File: src/rtl/seq_alu.sv
// seq_alu: single-cycle logic/arith/shift ops plus a WIDTH-cycle shift-add multiplier
module seq_alu #(
  parameter int WIDTH = 32
) (
  input  logic             clk,
  input  logic             rst,
  input  logic             i_start,
  input  logic [2:0]       i_op,
  input  logic [WIDTH-1:0] i_a,
  input  logic [WIDTH-1:0] i_b,
  output logic [WIDTH-1:0] o_z,
  output logic             o_zero,
  output logic             o_ovf,
  output logic             o_busy,
  output logic             o_done
);
  localparam int SW = $clog2(WIDTH);
  localparam int CW = SW + 1;
  typedef enum logic [1:0] {IDLE, MUL, DONE} state_t;
  state_t r_state, w_next;
  logic [WIDTH-1:0] r_z, r_acc, r_mcand, r_mplier, w_res, w_sum, w_bx, w_acc_n;
  logic [CW-1:0] r_cnt;
  logic r_zero, r_ovf, w_sub, w_ovf, w_accept, w_last, w_is_mul;
  assign w_sub = i_op == 3'b110;
  assign w_bx = w_sub ? ~i_b : i_b;
  assign w_sum = i_a + w_bx + WIDTH'(w_sub);
  assign w_ovf = (i_op == 3'b010 || w_sub) && (i_a[WIDTH-1] == w_bx[WIDTH-1]) && (w_sum[WIDTH-1] != i_a[WIDTH-1]);
  assign w_is_mul = i_op == 3'b101;
  assign w_accept = i_start && r_state != MUL;
  assign w_last = r_cnt == CW'(1);
  assign w_acc_n = r_acc + (r_mplier[0] ? r_mcand : '0);
  always_comb begin
    w_res = '0;
    case (i_op)
      3'b000: w_res = i_a & i_b;
      3'b001: w_res = i_a | i_b;
      3'b010, 3'b110: w_res = w_sum;
      3'b111: w_res = WIDTH'($signed(i_a) < $signed(i_b));
      3'b011: w_res = i_a << i_b[SW-1:0];
      3'b100: w_res = i_a >> i_b[SW-1:0];
      default: w_res = '0;
    endcase
  end
  always_comb begin
    w_next = r_state == MUL ? (w_last ? DONE : MUL) : w_accept ? (w_is_mul ? MUL : DONE) : IDLE;
  end
  always_ff @(posedge clk) begin
    if (rst) r_state <= IDLE;
    else r_state <= w_next;
  end
  always_ff @(posedge clk) begin
    if (rst) begin
      r_z <= '0;
      r_zero <= 1'b1;
      r_ovf <= 1'b0;
      r_acc <= '0;
      r_mcand <= '0;
      r_mplier <= '0;
      r_cnt <= '0;
    end else if (r_state == MUL) begin
      r_acc <= w_acc_n;
      r_mcand <= r_mcand << 1;
      r_mplier <= r_mplier >> 1;
      r_cnt <= r_cnt - CW'(1);
      if (w_last) begin
        r_z <= w_acc_n;
        r_zero <= w_acc_n == '0;
        r_ovf <= 1'b0;
      end
    end else if (w_accept && w_is_mul) begin
      r_acc <= '0;
      r_mcand <= i_a;
      r_mplier <= i_b;
      r_cnt <= CW'(WIDTH);
    end else if (w_accept) begin
      r_z <= w_res;
      r_zero <= w_res == '0;
      r_ovf <= w_ovf;
    end
  end
  assign o_z = r_z;
  assign o_zero = r_zero;
  assign o_ovf = r_ovf;
  assign o_busy = r_state == MUL;
  assign o_done = r_state == DONE;
endmodule

File: config.mk
export PLATFORM = sky130hd
export DESIGN_NAME = seq_alu
export DESIGN_NICKNAME = d
export VERILOG_FILES = /design/src/rtl/seq_alu.sv
export SDC_FILE = /design/constraint.sdc
export NUM_CORES = 1
export LEC_CHECK = 0
export ABC_AREA = 1
export CELL_PAD_IN_SITES_DETAIL_PLACEMENT = 0
export CELL_PAD_IN_SITES_GLOBAL_PLACEMENT = 1
export CORE_ASPECT_RATIO = 0.75
export CORE_UTILIZATION = 43
export CTS_CLUSTER_DIAMETER = 60
export DETAILED_ROUTE_END_ITERATION = 10
export PLACE_DENSITY = 0.8
export SLEW_MARGIN = 20
export SYNTH_ARGS = -nofsm -noshare
export SYNTH_HDL_FRONTEND = slang
export SYNTH_SLANG_ARGS = --single-unit
File: constraint.sdc
create_clock -name clk -period 4.2 [get_ports clk]
set_input_delay 0.84 -clock clk [delete_from_list [all_inputs] [get_ports clk]]
set_output_delay 0.84 -clock clk [all_outputs]
set_load 0.03 [all_outputs]
==> flow_metrics.env <==
export IMPL_num_rows=60
export IMPL_cap_viol_max_count=0
export IMPL_worstSetupEndpointType="register"
export IMPL_r2r_start="r_mplier[0]$_SDFFE_PP0P_"
export IMPL_grt_overflow=0
export IMPL_drive_above_1_share_pct=8.63
export IMPL_leakage_nw=9.25
export IMPL_final_nets=3076
export IMPL_ant_nets=0
export IMPL_synth_nets=2935
export IMPL_ys_types=51
export IMPL_setup_violations=0
export IMPL_cts_buffer_depth=2
export IMPL_use_met2_pct=53.6
export IMPL_ys_ff_latch=138
export IMPL_cp_data_required_time_ns=4.59
export IMPL_via_per_inst=5.88
export IMPL_gp_congestion=1.05
export IMPL_cp_startpoint="i_op[0]"
export IMPL_ys_seq_area_share_pct=17.3
export IMPL_pin_count=106
export IMPL_r2r_cells=19
export IMPL_cts_root_buf="clkbuf_16"
export IMPL_finalCriticalPeriod_ns=4.00
export IMPL_crit_end="o_zero$_SDFFE_PP1P_"
export IMPL_drc_errors=0
export IMPL_max_stage_delay_ns=0.43
export IMPL_clkSlewWorstSetupHoldPaths_ns=0.07
export IMPL_status="completed"
export IMPL_fmax_mhz=250
export IMPL_syn_area_um2=16000
export IMPL_vias=19696
export IMPL_die_w_um=225
export IMPL_cp_arrival_ns=4.39
export IMPL_cp_num_buf_inv=5
export IMPL_power_density_nw_per_um2=258
export IMPL_cts_sinks=138
export IMPL_htreeDepth=4
export IMPL_synth_main_ff_cell="dfxtp_1"
export IMPL_coreArea_um2=36300
export IMPL_synth_warnings=0
export IMPL_grt_usage_pct=39.5
export IMPL_timing_final_crit_share_pct=95.2
export IMPL_skew_ns=0.0140
export IMPL_hold_violations=0
export IMPL_dieArea_um2=38000
export IMPL_synth_edf_count=0
export IMPL_grt_use_met1_pct=61.1
export IMPL_place_hpwl_um=61200
export IMPL_use_met3_pct=8.87
export IMPL_cp_top_family="simple AND/OR/NAND/NOR gates"
export IMPL_totalNegativeSetupSlack_ns=0
export IMPL_worst_slew_pin_slew_ns=1.02
export IMPL_portBuffers=105
export IMPL_fill_cells=3896
export IMPL_insertion_delay_ns=0.45
export IMPL_drt_iter0_markers=2667
export IMPL_initial_utilization_pct=44.1
export IMPL_r2r_end="o_zero$_SDFFE_PP1P_"
export IMPL_area_delta_synth_final_pct=17.4
export IMPL_path_depth=25
export IMPL_total_power_mw=4.85
export IMPL_grt_start_max_net_pins=98
export IMPL_ctsHoldBuffers=0
export IMPL_vdd_drop_max_mv=0.249
export IMPL_finish_utilization_pct=51.8
export IMPL_cp_common_cell="nand2_1"
export IMPL_crit_slowest_cell="clkdlybuf4s50_1"
export IMPL_grt_pass1_vias=17692
export IMPL_max_slew_margin_pct=31.9
export IMPL_rsz0062_at_grt="false"
export IMPL_hp_start="r_cnt[2]$_SDFFE_PP0P_"
export IMPL_avgSynthCellArea_um2=5.94
export IMPL_antenna_found_initial=4
export IMPL_wl_um=75800
export IMPL_rrSetupSlack_ns=0.42
export IMPL_cts_tree="built"
export IMPL_syn_inst=2696
export IMPL_finalMaxSlewViolations=0
export IMPL_grt_pass1_wl_um=112000
export IMPL_grt_busiest_layer="met1"
export IMPL_hold_path_class="register to register"
export IMPL_cts_buffers=17
export IMPL_die_y_um=169
export IMPL_dr_pass1_iters=6
export IMPL_setup_worst_path_start_class="input pin"
export IMPL_crit_path_max_fanout=21
export IMPL_async_flop_share_pct=0
export IMPL_path_class="input pin to register"
export IMPL_wl_per_cell_um=22.6
==> worst register-to-register path, stage by stage (launching register included) <==
cell,delay (ns)
dfxtp_1,0.49
buf_4,0.27
nand2_1,0.07
inv_1,0.04
ha_1,0.20
fa_1,0.43
nand2_1,0.09
nand2_1,0.09
nand4_1,0.10
nand2_1,0.24
a21oi_1,0.52
or2_1,0.26
nand2_1,0.07
nand2_1,0.06
nand2_1,0.07
nor3_1,0.27
nand4_1,0.20
nand2_1,0.11
nand2_1,0.05
nand2_1,0.09
==> synth_stat cells (3+ instances only) <==
cell type,count,area (µm²)
o21a_1,8,60.1
nand2_4,4,45.0
ha_1,167,2090
xnor2_1,11,96.3
xor2_1,37,324
a21oi_1,135,676
nand3_2,9,90.1
and2_1,6,37.5
a31oi_1,55,344
o211ai_1,19,143
and3_1,4,25.0
buf_1,12,45.0
inv_1,286,1070
o21ai_0,83,415
nand2_1,727,2730
o21ai_1,18,90.1
a22oi_1,19,143
nor3_1,25,125
nand3_1,421,2110
a211oi_1,5,37.5
dfxtp_1,138,2760
buf_4,3,22.5
nand4_1,28,175
buf_6,10,113
nand2_2,20,125
or2_2,12,75.1
a221oi_1,21,184
nand3b_1,13,97.6
inv_2,11,41.3
nor2_1,253,950
o2111ai_1,4,35.0
clkbuf_1,59,221
or2_1,3,18.8
buf_2,36,180
a21o_1,6,45.0
o21bai_1,10,75.1
==> layout by cell type (no fill, tap or decap), types with 81 or more instances in the layout <==
cell type,count
buf_4,135
nand2_1,727
ha_1,167
nor2_1,246
inv_1,286
a21oi_1,134
o21ai_0,81
clkdlybuf4s50_1,100
nand3_1,421
dfxtp_1,138
==> cell families after synthesis <==
logic type | after synthesis | synth area share [%]
fa+ha+maj | 169 | 13.3
xor+xnor | 48 | 2.63
simple gates | 1529 | 41.4
compound gates | 391 | 14.5
buf+inv | 421 | 10.9
flops | 138 | 17.3
==> metrics by stage <==
step           setup slack [ns]  hold WS (ns)  area (µm²)  std cells
4_1_cts                   0.299         0.462       18800       3346
6_report                  0.200         0.466       18800       3347
5_1_grt                  0.0115         0.480       18800       3346
2_1_floorplan             0.778         0.439       16000       2696
3_5_place_dp             -0.157         0.451       18200       3314
3_3_place_gp             -0.176         0.452       18200       3314
==> worst min-delay path by stage <==
stage	to	slack, ns	depth (start not counted)
2_1_floorplan	r_cnt[2]$_SDFFE_PP0P_	0.44	2
3_3_place_gp	r_cnt[1]$_SDFFE_PP0P_	0.45	2
3_5_place_dp	r_cnt[2]$_SDFFE_PP0P_	0.45	2
4_1_cts	r_cnt[2]$_SDFFE_PP0P_	0.46	2
5_1_grt	r_mplier[30]$_SDFFE_PP0P_	0.48	2
6_report	r_cnt[2]$_SDFFE_PP0P_	0.47	2
==> layout make-up <==
| class | count | area [µm²] | area share (%) |
|---|---|---|---|
| Antenna cell | 1 | 2.50 | 0.0133 |
| Timing Repair Buffer | 244 | 2130 | 11.3 |
| Inverter | 299 | 1130 | 6.00 |
| Clock buffer | 18 | 439 | 2.34 |
| Clock inverter | 14 | 160 | 0.853 |
| Sequential cell | 138 | 2760 | 14.7 |
| Tap cell | 496 | 621 | 3.30 |
| Multi-Input combinational cell | 2137 | 11500 | 61.5 |
==> where the power goes <==
group	internal (mW)	switching [mW]	leakage, nW
Sequential	1.36	0.0372	1.12
Clock	0.904	0.695	0.286
Combinational	0.624	1.23	7.84
==> metal layers <==
layer / vias up / share of wire (%)
li1: 9231 / -
met1: 9231 / 47
met2: 1128 / 38
met3: 104 / 13
met4: 2 / 2.4
met5: - / 0.017
==> registers in the layout (all words and copies together) (netlist names) <==
| signal | count |
|---|---|
| o_ovf | 1 |
| o_z | 32 |
| o_zero | 1 |
| r_acc | 32 |
| r_cnt | 6 |
| r_mcand | 32 |
| r_mplier | 32 |
| r_state | 2 |
==> repair_timing <==
action | in CTS | in global routing
hold endpoints to repair | 0 | 0
buffers inserted | 0 | 0
gates resized for setup | 0 | 6
endpoints found under the setup margin | 0 | 1
No activity file was read; power rests on OpenSTA's default activity.
==> RTL change 1 (same flow settings) <==
Make the reset (`rst`) asynchronous in 2 clocked blocks.
--- a/src/rtl/seq_alu.sv
+++ b/src/rtl/seq_alu.sv
@@ -45,9 +45,9 @@
     w_next = r_state == MUL ? (w_last ? DONE : MUL) : w_accept ? (w_is_mul ? MUL : DONE) : IDLE;
   end
-  always_ff @(posedge clk) begin
+  always_ff @(posedge clk or posedge rst) begin
     if (rst) r_state <= IDLE;
     else r_state <= w_next;
   end
-  always_ff @(posedge clk) begin
+  always_ff @(posedge clk or posedge rst) begin
     if (rst) begin
       r_z <= '0;
Behaviour: differs if rst is asserted again (counterexample within 4 cycles, from zero or initial values and one cycle with rst high); with rst held inactive, the same outputs for 10 cycles.
==> RTL change 1 against the original RTL <==
- area after synthesis grew 3.4%
- clock skew rose by 0.0011 ns
- routed wire length decreased by 1.6%
- largest cell class unchanged
- critical endpoint is now o_zero
- setup slack worse by 0.016 ns
- sequential cell count did not move
- design area increased by 6.0%
- hold slack gained 0.024 ns
Power is not compared: it rests on default switching activity, and its combinational part moved more than twofold at a synthesized area within 25%.
==> RTL change 1: results (changes against the original RTL) <==
Outcome - finished, final reports clean
Post-synth cell types - 46 (-9.8%)
Total wire length - 74500 um (-1.6%)
Hold Path Depth - 1 (-1)
Sequential element share of the synthesized area - 20.9% (+3.6 points)
Met3 WL - 8440 um (-13%)
First-pass GRT wire length - 111000 um (-0.33%)
Met2 Resource Use GR - 53.9% (+0.29 points)
WL met2 - 29300 um (+2.2%)
Total track usage - 38.0% (-1.6 points)
Largest net degree at the start of global routing - 129 (+32%)
Critical path arrival - 4.44 ns (+0.05 ns)
Final HPWL DP - 60200 um (-1.5%)
Crit path max fanout - 10 (-52%)
Final net count - 3171 (+3.1%)
Syn nets - 2967 (+1.1%)
Fraction of layout cells with a size suffix above 1 - 9.41% (+0.77 points)
Reg-to-Reg Start - r_mplier[0]
Vias in the first global route - 18.3k (+3.7%)
Inst Count DP - 3417 (+3.1%)
Pre-Repair DR Iteration Count - 7 (+1)
Met1 GRT Util - 55.9% (-5.1 points)
Min Hold Slack - 0.490 ns (+0.0240 ns)
Hold Path End - r_cnt[3]
Least-Margin Pin Slew - 0.886 ns (-0.136 ns)
Fillcell total - 3853 (-1.1%)
Antenna diode count - 0 (-1)
Post-synth top cells - nand2_1, nand3_1, inv_1, nor2_1, ha_1
Post-synth ARST share - 100% (+100 points)
Hold wc startpoint - r_cnt[3]
Crit path largest cell delay - 0.50 ns (+0.07 ns)
Starting DRC count in detailed routing - 2473 (-7.3%)
Met3 Track Usage GR - 9.52% (+0.65 points)
Placed Area - 19300 um^2 (+6.3%)
Gpl congestion - 1.01 (-3.5%)
Total number of vias - 19.7k (+0.10%)
Later-pin clock latency in the skew report - 0.48 ns (+0.03 ns)
Crit path launch - i_op[1]
Worst setup path end - o_zero
Syn Inst Count - 2728 (+1.2%)
Min setup slack post-route - 0.184 ns (-0.0157 ns)
Pre-CTS WS - -0.342 ns (-0.185 ns)
-- RTL change 1: area by class of cell --
class                   count  area (um^2)  share of cell area, %
repair buffers            306         2640                   13.3
multi-input cells        2155        11400                   57.4
well taps                 504          631                   3.17
flip-flops and latches    138         3450                   17.4
clock buffers              17          425                   2.14
inverters                 314         1190                   5.97
clock inverters            15          135                  0.679
-- RTL change 1: kinds of logic (layout without fill, tap and decap cells) --
kind of cell,after synthesis,after routing,share of synthesized area (%)
AND/OR/NAND/NOR,1570,1570,40.4
buffers and inverters,435,652,10.3
AO/OA/AOI/OAI,360,360,12.6
adder cells (fa/ha/maj),169,169,12.9
flip-flops,138,138,20.9
XOR/XNOR,56,56,2.97
-- RTL change 1: power groups by stage --
stage	registers [uW]	logic [uW]	clock network [uW]
2_1_floorplan	2070	2340	0
3_3_place_gp	2030	3820	0
3_5_place_dp	2040	3860	0
4_1_cts	2020	3870	1540
5_1_grt	2070	4380	1580
6_report	2030	3960	1520
==> RTL change 2 (same flow settings) <==
Without the edit above. `WIDTH`: 32 -> 16.
--- a/src/rtl/seq_alu.sv
+++ b/src/rtl/seq_alu.sv
@@ -1,5 +1,5 @@
 // seq_alu: single-cycle logic/arith/shift ops plus a WIDTH-cycle shift-add multiplier
 module seq_alu #(
-  parameter int WIDTH = 32
+  parameter int WIDTH = 16
 ) (
   input  logic             clk,
Ports: changed (resized i_a, i_b and o_z); port bits go from 106 to 58. The function was not compared with the original's and may differ.
==> RTL change 2 against the original RTL <==
- synthesized cell count down 55%
- routed wire length down 64%
- global-route usage down 8.4 points
- power decreased by 55%
- sequential power decreased by 46%
- fmax up 7.9%
- area after synthesis fell by 53%
- via count is 59% lower
- design area is 55% lower
- sequential cell count decreased by 65
- non-clock buffer count decreased by 159
- setup slack better by 0.29 ns
- critical endpoint unchanged
- largest cell class unchanged
==> RTL change 2: results (changes against the original RTL) <==
Outcome - finished, final reports clean
Antenna diode count - 0 (-1)
LEAKAGE - 0.00426 uW (-54%)
Buffers on Ports - 57 (-46%)
Warnings from Yosys - 0 (unchanged)
Pwr Density - 258 nW/um^2 (-0.22%)
Sequential element share of the synthesized area - 19.6% (+2.4 points)
Maximum vdd drop - 0.000170 V (-32%)
Reg-to-Reg Start - r_mplier[0]
Syn nets - 1332 (-55%)
Final net count - 1380 (-55%)
Critical path arrival - 3.99 ns (-0.40 ns)
Crit path largest cell delay - 0.61 ns (+0.18 ns)
Hold Path Class - flip-flop to flip-flop
Top_reg_cell synth - dfxtp_1
Pre-Repair DR Iteration Count - 5 (-1)
Via density - 5.47 (-7.1%)
Switching pwr - 820 uW (-58%)
Gpl congestion - 0.991 (-5.3%)
Starting DRC count in detailed routing - 901 (-66%)
Post-synth top cells - nand2_1, nand3_1, inv_1
CTS buffer count - 9 (-8)
Top cells by area, synth - dfxtp_1, nand2_1, ha_1
Worst-case reg-to-reg path depth - 17 (-2)
Placed Area - 8250 um^2 (-55%)
Layout Skew - 0.00832 ns (-0.00572 ns)
Initial antenna violation count - 0 (-4)
Largest net degree at the start of global routing - 40 (-59%)
Vias in the first global route - 7397 (-58%)
Min setup slack post-route - 0.492 ns (+0.293 ns)
DR WL/cell - 18.2 um (-19%)
Crit path launch - i_op[0]
CP startpoint kind - input port
Worst setup path end - o_zero
Fillcell total - 1786 (-54%)
Final HPWL DP - 21600 um (-65%)
CTS clk-pin slew, worst paths - 0.06 ns
Later-pin clock latency in the skew report - 0.34 ns (-0.11 ns)
Total track usage - 31.1% (-8.4 points)
R2R Setup Slk - 1.42 ns (+1.00 ns)
First-pass GRT wire length - 42200 um (-62%)
Fraction of layout cells with a size suffix above 1 - 6.33% (-2.3 points)
Post-synth cell types - 47 (-7.8%)
Crit path max fanout - 10 (-52%)
Synthesized cell area - 7450 um^2 (-53%)
CTS H-tree depth - 3 (-1)
Clk Tree Root Cell - clkbuf_16
Max_slew headroom - 28.9% (-2.9 points)
Pre-CTS WS - 0.164 ns (+0.320 ns)
-- RTL change 2: changes by cell type after synthesis, sizes merged, moves of 39 or more --
cell and delta:
nand2 -400, nand3 -289, inv -171, nor2 -133, ha -85, a21oi -70
dfxtp -65, buf -40, o21ai -39
-- RTL change 2: final cells by class --
cell class | count | area share [%]
clock inverter | 6 | 0.528
tap | 215 | 3.16
inverter | 129 | 5.71
clock buffer | 10 | 2.69
multi-input combinational | 960 | 61.6
timing repair buffer | 85 | 9.16
sequential | 73 | 17.1
-- RTL change 2: cells by family after synthesis --
family | share of synthesized area [%]
compound gates | 15.5
xor+xnor | 2.94
fa+ha+maj | 14.3
buf+inv | 9.86
flops | 19.6
simple gates | 37.8
-- RTL change 2: worst min-delay path by stage --
| stage | startpoint | end | slack, ns | cells after the start |
|---|---|---|---|---|
| detailed placement | o_ovf | o_ovf | 0.46 | 2 |
| floorplan | r_mcand[0] | r_mcand[0] | 0.44 | 2 |
| finish | r_acc[5] | r_acc[5] | 0.47 | 2 |
| global route | r_acc[5] | r_acc[5] | 0.48 | 2 |
| global placement | r_acc[0] | r_acc[0] | 0.45 | 2 |
| CTS | r_acc[5] | r_acc[5] | 0.47 | 2 |
-- RTL change 2: power groups by stage --
stage                     combinational, uW  clock [uW]  sequential (uW)
final                                   731         723              744
after detailed placement                713           0              758
after CTS                               716         731              743
after global routing                    811         766              747
after global placement                  717           0              759
after floorplan                         435           0              785
-- RTL change 2: stage by stage --
stage	cells	total power (uW)
after global placement	1462	1480
final	1478	2200
after CTS	1478	2190
after floorplan	1210	1220
after global routing	1478	2320
after detailed placement	1462	1470
-- RTL change 2: routing by layer --
layer / vias up / share of wire [%] / global-route usage, %
li1: 4077 / - / -
met1: 3639 / 51 / 46.8
met2: 335 / 38 / 43.5
met3: 27 / 10 / 8.34
met4: 0 / 1.5 / 6.33
met5: - / 0 / 0
-- RTL change 2: critical path: cells and delay by family --
family,cells,cell delay [ns]
AND/OR/NAND/NOR,10,1.19
buffers and inverters,3,0.86
AO/OA/AOI/OAI,2,0.58
adder cells (fa/ha/maj),1,0.31
XOR/XNOR,1,0.19
